## src/rtl/mmcm_seq_pkg.sv

```systemverilog
// Shared types for the MMCM lock sequencer.
// State encoding and retry counter width.
package mmcm_seq_pkg;

    localparam int RETRY_W = 4;

    typedef enum logic [2:0] {
        S_HOLD_RST,
        S_WAIT_LOCK,
        S_STABLE,
        S_RUN,
        S_PWRDN,
        S_FAULT
    } state_e;

endpackage

```

## src/rtl/mmcm_seq_sync.sv

```systemverilog
// Two-flop synchronizer for the asynchronous MMCM LOCKED status.
// Both stages clear to 0 on reset.
module mmcm_seq_sync (
    input  logic clk_i,
    input  logic rst_i,
    input  logic d_i,
    output logic q_o
);

    logic [1:0] sync_q;

    always_ff @(posedge clk_i) begin
        if (rst_i) begin
            sync_q <= 2'b00;
        end else begin
            sync_q <= {sync_q[0], d_i};
        end
    end

    assign q_o = sync_q[1];

endmodule

```

## src/rtl/mmcm_lock_sequencer.sv

```systemverilog
// MMCM reset/lock sequencer: hold reset, wait for lock, qualify, run.
// Define MMCM_SEQ_AUTO_RELOCK_EN to relock automatically after loss of lock.
module mmcm_lock_sequencer
    import mmcm_seq_pkg::*;
#(
    parameter int RST_HOLD_CYCLES     = 16,
    parameter int LOCK_TIMEOUT_CYCLES = 65535,
    parameter int LOCK_STABLE_CYCLES  = 64,
    parameter int MAX_RETRIES         = 3
) (
    input  logic               CLK,
    input  logic               RST,
    input  logic               MMCM_LOCKED,
    input  logic               PWRDWN_REQ,
    input  logic               FAULT_CLR,
    output logic               MMCM_RST,
    output logic               MMCM_PWRDWN,
    output logic               READY,
    output logic               FAULT,
    output logic               LOL_PULSE,
    output logic [RETRY_W-1:0] RETRY_CNT
);

    localparam int HOLD_W = $clog2(RST_HOLD_CYCLES + 1);
    localparam int TMO_W  = $clog2(LOCK_TIMEOUT_CYCLES + 1);
    localparam int STB_W  = $clog2(LOCK_STABLE_CYCLES + 1);

    localparam logic [HOLD_W-1:0]  HOLD_LAST = HOLD_W'(RST_HOLD_CYCLES - 1);
    localparam logic [HOLD_W-1:0]  HOLD_MAX  = HOLD_W'(RST_HOLD_CYCLES);
    localparam logic [TMO_W-1:0]   TMO_LAST  = TMO_W'(LOCK_TIMEOUT_CYCLES - 1);
    localparam logic [TMO_W-1:0]   TMO_MAX   = TMO_W'(LOCK_TIMEOUT_CYCLES);
    localparam logic [STB_W-1:0]   STB_LAST  = STB_W'(LOCK_STABLE_CYCLES - 1);
    localparam logic [STB_W-1:0]   STB_MAX   = STB_W'(LOCK_STABLE_CYCLES);
    localparam logic [RETRY_W-1:0] RETRY_MAX = RETRY_W'(MAX_RETRIES);

    logic locked_s;

    mmcm_seq_sync u_sync (
        .clk_i (CLK),
        .rst_i (RST),
        .d_i   (MMCM_LOCKED),
        .q_o   (locked_s)
    );

    state_e             state_q, state_d;
    logic [HOLD_W-1:0]  hold_q, hold_d;
    logic [TMO_W-1:0]   tmo_q, tmo_d;
    logic [STB_W-1:0]   stb_q, stb_d;
    logic [RETRY_W-1:0] retry_q, retry_d;
    logic               mrst_q, mrst_d;
    logic               pwdn_q, pwdn_d;
    logic               ready_q, ready_d;
    logic               fault_q, fault_d;
    logic               lol_q, lol_d;

    always_comb begin
        state_d = state_q;
        retry_d = retry_q;
        lol_d   = 1'b0;
        if (PWRDWN_REQ) begin
            state_d = S_PWRDN;
        end else begin
            unique case (state_q)
                S_HOLD_RST: begin
                    if (hold_q >= HOLD_LAST) state_d = S_WAIT_LOCK;
                end
                S_WAIT_LOCK: begin
                    // a lock seen on the timeout cycle still wins
                    if (locked_s) begin
                        state_d = S_STABLE;
                    end else if (tmo_q >= TMO_LAST) begin
                        if (retry_q < RETRY_MAX) begin
                            retry_d = retry_q + RETRY_W'(1);
                            state_d = S_HOLD_RST;
                        end else begin
                            state_d = S_FAULT;
                        end
                    end
                end
                S_STABLE: begin
                    if (!locked_s) begin
                        state_d = S_WAIT_LOCK;
                    end else if (stb_q >= STB_LAST) begin
                        state_d = S_RUN;
                    end
                end
                S_RUN: begin
                    if (!locked_s) begin
                        lol_d = 1'b1;
`ifdef MMCM_SEQ_AUTO_RELOCK_EN
                        state_d = S_HOLD_RST;
                        retry_d = '0;
`else
                        state_d = S_FAULT;
`endif
                    end
                end
                S_PWRDN: begin
                    state_d = S_HOLD_RST;
                    retry_d = '0;
                end
                S_FAULT: begin
                    if (FAULT_CLR) begin
                        state_d = S_HOLD_RST;
                        retry_d = '0;
                    end
                end
                default: state_d = S_HOLD_RST;
            endcase
        end
    end

    // every state entry restarts its counter from zero
    always_comb begin
        hold_d = hold_q;
        tmo_d  = tmo_q;
        stb_d  = stb_q;
        if (state_d != state_q) begin
            hold_d = '0;
            tmo_d  = '0;
            stb_d  = '0;
        end else begin
            if (state_q == S_HOLD_RST && hold_q != HOLD_MAX)
                hold_d = hold_q + HOLD_W'(1);
            if (state_q == S_WAIT_LOCK && tmo_q != TMO_MAX)
                tmo_d = tmo_q + TMO_W'(1);
            if (state_q == S_STABLE && stb_q != STB_MAX)
                stb_d = stb_q + STB_W'(1);
        end
    end

    always_comb begin
        mrst_d  = state_d inside {S_HOLD_RST, S_PWRDN, S_FAULT};
        pwdn_d  = state_d == S_PWRDN;
        ready_d = state_d == S_RUN;
        fault_d = state_d == S_FAULT;
    end

    always_ff @(posedge CLK) begin
        if (RST) begin
            state_q <= S_HOLD_RST;
            hold_q  <= '0;
            tmo_q   <= '0;
            stb_q   <= '0;
            retry_q <= '0;
            mrst_q  <= 1'b1;
            pwdn_q  <= 1'b0;
            ready_q <= 1'b0;
            fault_q <= 1'b0;
            lol_q   <= 1'b0;
        end else begin
            state_q <= state_d;
            hold_q  <= hold_d;
            tmo_q   <= tmo_d;
            stb_q   <= stb_d;
            retry_q <= retry_d;
            mrst_q  <= mrst_d;
            pwdn_q  <= pwdn_d;
            ready_q <= ready_d;
            fault_q <= fault_d;
            lol_q   <= lol_d;
        end
    end

    assign MMCM_RST    = mrst_q;
    assign MMCM_PWRDWN = pwdn_q;
    assign READY       = ready_q;
    assign FAULT       = fault_q;
    assign LOL_PULSE   = lol_q;
    assign RETRY_CNT   = retry_q;

endmodule

```

## config.mk

```make
export PLATFORM = sky130hd
export DESIGN_NAME = mmcm_lock_sequencer
export DESIGN_NICKNAME = d
export VERILOG_FILES = /design/src/rtl/mmcm_seq_pkg.sv /design/src/rtl/mmcm_seq_sync.sv /design/src/rtl/mmcm_lock_sequencer.sv
export SDC_FILE = /design/constraint.sdc
export NUM_CORES = 1
export LEC_CHECK = 0
export ABC_CLOCK_PERIOD_IN_PS = 3100
export CAP_MARGIN = 10
export CELL_PAD_IN_SITES_DETAIL_PLACEMENT = 1
export CELL_PAD_IN_SITES_GLOBAL_PLACEMENT = 1
export CORE_ASPECT_RATIO = 0.9
export CORE_MARGIN = 1
export CORE_UTILIZATION = 25
export DETAILED_ROUTE_END_ITERATION = 10
export PLACE_DENSITY = 0.45
export SLEW_MARGIN = 20
export SYNTH_ARGS = -nofsm -noshare
export SYNTH_HDL_FRONTEND = slang
export SYNTH_SLANG_ARGS = --single-unit
```

## constraint.sdc

```tcl
create_clock -name CLK -period 3.1 [get_ports CLK]
set_input_delay 0.62 -clock CLK [delete_from_list [all_inputs] [get_ports CLK]]
set_output_delay 0.62 -clock CLK [all_outputs]
set_load 0.05 [all_outputs]
```

# Word-level counts from Yosys, hierarchy flattened
# Cells that the tools add are included.
[word_totals] out_inout_bits=9 wordCells=63 in_bits=5 ff_bits=42
[op_classes] n_mux=16 bitwise_logic=2 n_eq_ne=16 addsub=4 order_cmp=4 reduce_logical=10
[ops] op="$mux 3" n=9
[ops] op="$add 16x1->16 const B" n=1
[ops] op="$ge 16x16->1 const B" n=1
[ops] op="$mux 4" n=4
[ops] op="$ne 16x16->1 const B" n=1
[ops] op="$pmux 3 s5" n=1
[ops] op="$eq 3x3->1 const B" n=4
[ops] op="$pmux 4 s3" n=1
[ops] op="$eq 3x2->1 const B" n=3
[ops] op="$ne 2x2->1 const B" n=4
[ops] op="$add 7x1->7 const B" n=1
[ops] op="$ge 7x6->1 const B" n=1
[ops] op="$ne 7x7->1 const B" n=1
[ops] op="$logic_not 3->1" n=2
[ops] op="$reduce_and 6->1" n=1
[ops] op="$reduce_bool 3->1" n=2
[ops] op="$add 5x1->5 const B" n=1
[ops] op="$ge 5x4->1 const B" n=1
[ops] op="$ne 5x5->1 const B" n=1
[ops] op="$add 4x1->4 const B" n=1
[ops] op="$lt 4x2->1 const B" n=1
[ops] op="$eq 3x1->1 const B" n=1
[ops] op="$logic_and 1x1->1" n=3
[ops] op="$ne 3x3->1" n=1
[ops] op="4 further kinds" n=5

# Logic depth before layout (Yosys ltp)
[depth] ltp_word=8 depth_mapped=8 ltp_nobuf=7

# Cells and area by module
# A second synthesis with hierarchy kept.
[hier_totals] cells_unflattened=251 area_unflattened_um2=2299.7
[modules_own_cells] module="mmcm_lock_sequencer" instances=1 cells_per_inst=247 area_per_inst_um2=2247.2 seq_area_each_um2=800.8
[modules_own_cells] module="mmcm_seq_sync" instances=1 cells_per_inst=4 area_per_inst_um2=52.6 seq_area_each_um2=40.0

# Worst setup path before layout
# Ideal clock, no wire load.
[synth_timing] path_type="flip-flop to flip-flop" startpoint="register retry_q[0], in the netlist RETRY_CNT[0]" endpoint="register hold_q[0]" n_path_buf=1 path_stages_with_launch=8 t_arrival_ns=2.261 required_time_ns=2.968 synth_period_minus_slack_ns=2.393 setup_ns=0.132 setup_slack_ns=0.707 cell_sequence="dfxtp_1 > ha_1 > nor3_1 > or4_1 > o211a_1 > o221ai_4 > buf_6 > nor3_1"
[synth_between] elab_chain_cells=8
[synth_lines] item="start: declaration" line_no="mmcm_lock_sequencer.sv:49" source="logic [RETRY_W-1:0] retry_q, retry_d;"
[synth_lines] item="start signal: assignment" line_no="mmcm_lock_sequencer.sv:156" source="retry_q <= retry_d;"
[synth_lines] item="$lt 4x2->1" line_no="mmcm_lock_sequencer.sv:72" source="if (retry_q < RETRY_MAX) begin"
[synth_lines] item="$mux 3" line_no="mmcm_lock_sequencer.sv:72"
[synth_lines] item="$mux 3" line_no="mmcm_lock_sequencer.sv:71" source="end else if (tmo_q >= TMO_LAST) begin"
[synth_lines] item="$mux 3" line_no="mmcm_lock_sequencer.sv:69" source="if (locked_s) begin"
[synth_lines] item="$pmux 3 s5" line_no="mmcm_lock_sequencer.sv:63" source="unique case (state_q)"
[synth_lines] item="$mux 3" line_no="mmcm_lock_sequencer.sv:60" source="if (PWRDWN_REQ) begin"
[synth_lines] item="$ne 3x3->1" line_no="mmcm_lock_sequencer.sv:118" source="if (state_d != state_q) begin"
[synth_lines] item="$reduce_or 2->1 (no line)"
[synth_lines] item="end signal: assignment" line_no="mmcm_lock_sequencer.sv:153" source="hold_q <= hold_d;"
[synth_lines] item="end: declaration" line_no="mmcm_lock_sequencer.sv:46" source="logic [HOLD_W-1:0] hold_q, hold_d;"
# No other way between the ends.
# A chain may end at the register's enable or synchronous reset.

# Worst setup path in the final report
[layout_timing] startpoint="register state_q[2]" endpoint="register hold_q[4]"
[layout_between] elab_chain_cells=6 word_cells_on_any_way=17 cone_classes="eq/ne: 5; mux: 9; reduce/logical: 3"
[layout_lines] item="start: declaration" line_no="mmcm_lock_sequencer.sv:45" source="state_e state_q, state_d;"
[layout_lines] item="start signal: assignment" line_no="mmcm_lock_sequencer.sv:152" source="state_q <= state_d;"
[layout_lines] item="$mux 3, on equally long branches" line_no="mmcm_lock_sequencer.sv:83, mmcm_lock_sequencer.sv:71"
[layout_lines] item="$mux 3, on equally long branches" line_no="mmcm_lock_sequencer.sv:81, mmcm_lock_sequencer.sv:69"
[layout_lines] item="$pmux 3 s5" line_no="mmcm_lock_sequencer.sv:63"
[layout_lines] item="$mux 3" line_no="mmcm_lock_sequencer.sv:60"
[layout_lines] item="$ne 3x3->1" line_no="mmcm_lock_sequencer.sv:118"
[layout_lines] item="$reduce_or 2->1 (no line)"
# Parallel ways exist; a longest one is shown, timed or not.

==> metrics <==
PortBufs 13; CTS Buffer Depth 2; Avg WL per Cell between 10 and 15 um; relative slew slack 0.586; clk sinks 42; Final Net Count about 280; initial antenna violation count 0; largest net degree at the start of global routing 29; top-area cell type share of the netlist area 0.386; Worst Hold Depth 1; total global routing overflow 0; Slew @ Worst Pin ~0.62 ns; Crit. End Element flip-flop; Die Ht 90.6 um; Final setup viols 0; synthesized flop and latch total 42; Post-Synthesis Cells 246; Syn. warnings 0; total wire length around 5500 um; final antenna diode count 0; post-CTS setup buffer count 0; Hold-fix buffers, CTS 0; Clk pin slew, worst setup/hold paths roughly 0.080 ns; synthesis-to-layout area growth 17.6%; Synth area leaders dfxtp_1 39%, xnor2_1 7.2%, nor3_1 7.1%, ha_1 4.6%, inv_1 2.6%; pins over their slew limit 0; Worst Path Arrival between 2 and 3 ns; most common cell in the netlist dfxtp_1; Startpoint Class flip-flop; DIE WIDTH 100 um; status finished, final reports clean; cell area after synthesis 2180 um2; Routability Congestion 0.692; vias in the first global route 1,864; FFs w/ async S/R, synth 0; CTS tree yes; top cells by count, synth 42 x dfxtp_1, 31 x nor3_1, 18 x xnor2_1, 15 x inv_1, 14 x nor2_1; row count 31; MaxCap Viol Count 0; ys flop type dfxtp_1; largest area contributor in the netlist dfxtp_1; Hold/Removal Path Class reg -> reg; # IOs 14; Layout Utilization 0.310; Reg2Reg Depth 6; top sig layer met4; Starting Density 0.264; first drt pass iteration count 4; All-Layer GR Usage 0.134; crit path kind reg -> reg; ANT nets after route 0; number of remaining DRC errors 0; Initial DRC Count between 60 and 70; first-pass GRT wire length ~9500 um; WP data required 3.26 ns; M1 wire length 2920 um; Post-CTS Resized 0; Leak around 0.81 nW; CTS Buf Count 5; Post-synth EDFFs 0; RSZ-0062 raised after global routing no; vias per cell 4.76; Final min period 2.42 ns; H-tree depth 2; Synth Area per Inst a little under 9 um2; Final TNS setup 0 ns; Root Buffer clkbuf_8; Hold Vio Cnt, Final 0; Critical Path Fanout Max 28; Max VDD drop 0.159 mV; HPWL Detailed between 3000 and 4000 um; f_max 0.413 GHz; DR vias 1,805; die area 9090 um2; Power Density 408 nW/um2; Clock Skew 0.00431 ns; clk_lat worst skew 0.29 ns; wire length on met2 about 2400 um; final worst path period share 0.781; proportion of layout cells with a drive suffix above 1 0.0644; Seq/Total Area, Yosys 0.386; metal3 WL 121 um; Synth cell types 49; Core ar. 8260 um2; syn nets 259
[kinds of logic (layout without fill, tap and decap cells)]
logic type / after synthesis / count (layout) / synth area share
AND/OR/NAND/NOR: 101 / 101 / 0.262
AO/OA/AOI/OAI: 45 / 45 / 0.156
flip-flops: 42 / 42 / 0.386
buffers and inverters: 26 / 44 / 0.0523
XOR/XNOR: 23 / 23 / 0.0925
adder cells (fa/ha/maj): 8 / 8 / 0.0460
multiplexers: 1 / 1 / 0.00460
[flip-flops by register name (all words and copies together), names as in the netlist]
name and count:
RETRY_CNT 4, hold_q 5, READY 1, MMCM_PWRDWN 1, state_q 3, FAULT 1
LOL_PULSE 1, MMCM_RST 1, u_sync.sync_q 2, tmo_q 16, stb_q 7
[final timing paths]
path                         start                to  slack, ns
hold / removal    u_sync.sync_q[0]  u_sync.sync_q[1]       0.46
hold reg to reg   u_sync.sync_q[0]  u_sync.sync_q[1]       0.46
setup / recovery        state_q[2]         hold_q[4]       0.68
setup reg to reg        state_q[2]         hold_q[4]       0.68
[metrics by stage]
step                hold slack, ns  cell area [um2]  std cells  total power [mW]  worst slack, ns
floorplan                    0.414             2180        246             0.609            0.707
global placement             0.427             2450        371             0.631            0.625
detailed placement           0.439             2450        371             0.631            0.583
CTS                          0.458             2560        379              1.08            0.644
global route                 0.481             2560        379              1.11            0.475
finish                       0.458             2560        379              1.05            0.679
[layout make-up]
type,count,area [um2]
inverter,15,56.3
tap,115,144
sequential,42,841
fill,976,5700
timing repair buffer,21,190
multi-input combinational,178,1220
clock inverter,1,30.0
clock buffer,7,76.3
[critical path, cell delays in order (launching register included)]
cell and delay [ns]:
dfxtp_1 0.43, or3b_4 0.45, or4_1 0.50, o211a_1 0.27
o221ai_4 0.20, buf_4 0.33, a2111oi_0 0.10
[cell usage in the layout, fill, tap and decap left out, types with 6 or more instances in the layout]
master            n
dfxtp_1          42
nor3_1           31
xnor2_1          18
inv_1            15
nor2_1           14
clkdlybuf4s50_1  13
nand2_1          12
a21oi_1           9
ha_1              8
buf_4             8
nand3_1           7
nand4_1           6
o21ai_0           6
nor2b_1           6
[routing by layer]
| layer | up-vias | track usage |
|---|---|---|
| met4 | 0 | 0.0399 |
| li1 | 934 | - |
| met2 | 18 | 0.206 |
| met5 | - | 0 |
| met1 | 849 | 0.185 |
| met3 | 4 | 0.0279 |
[where the power goes]
| group | leakage (nW) | internal (mW) | switching, mW |
|---|---|---|---|
| Clock | 0.0524 | 0.241 | 0.187 |
| Combinational | 0.418 | 0.0249 | 0.0400 |
| Sequential | 0.340 | 0.545 | 0.00742 |
| Total | 0.810 | 0.811 | 0.235 |
No activity file was read; power rests on OpenSTA's default activity.
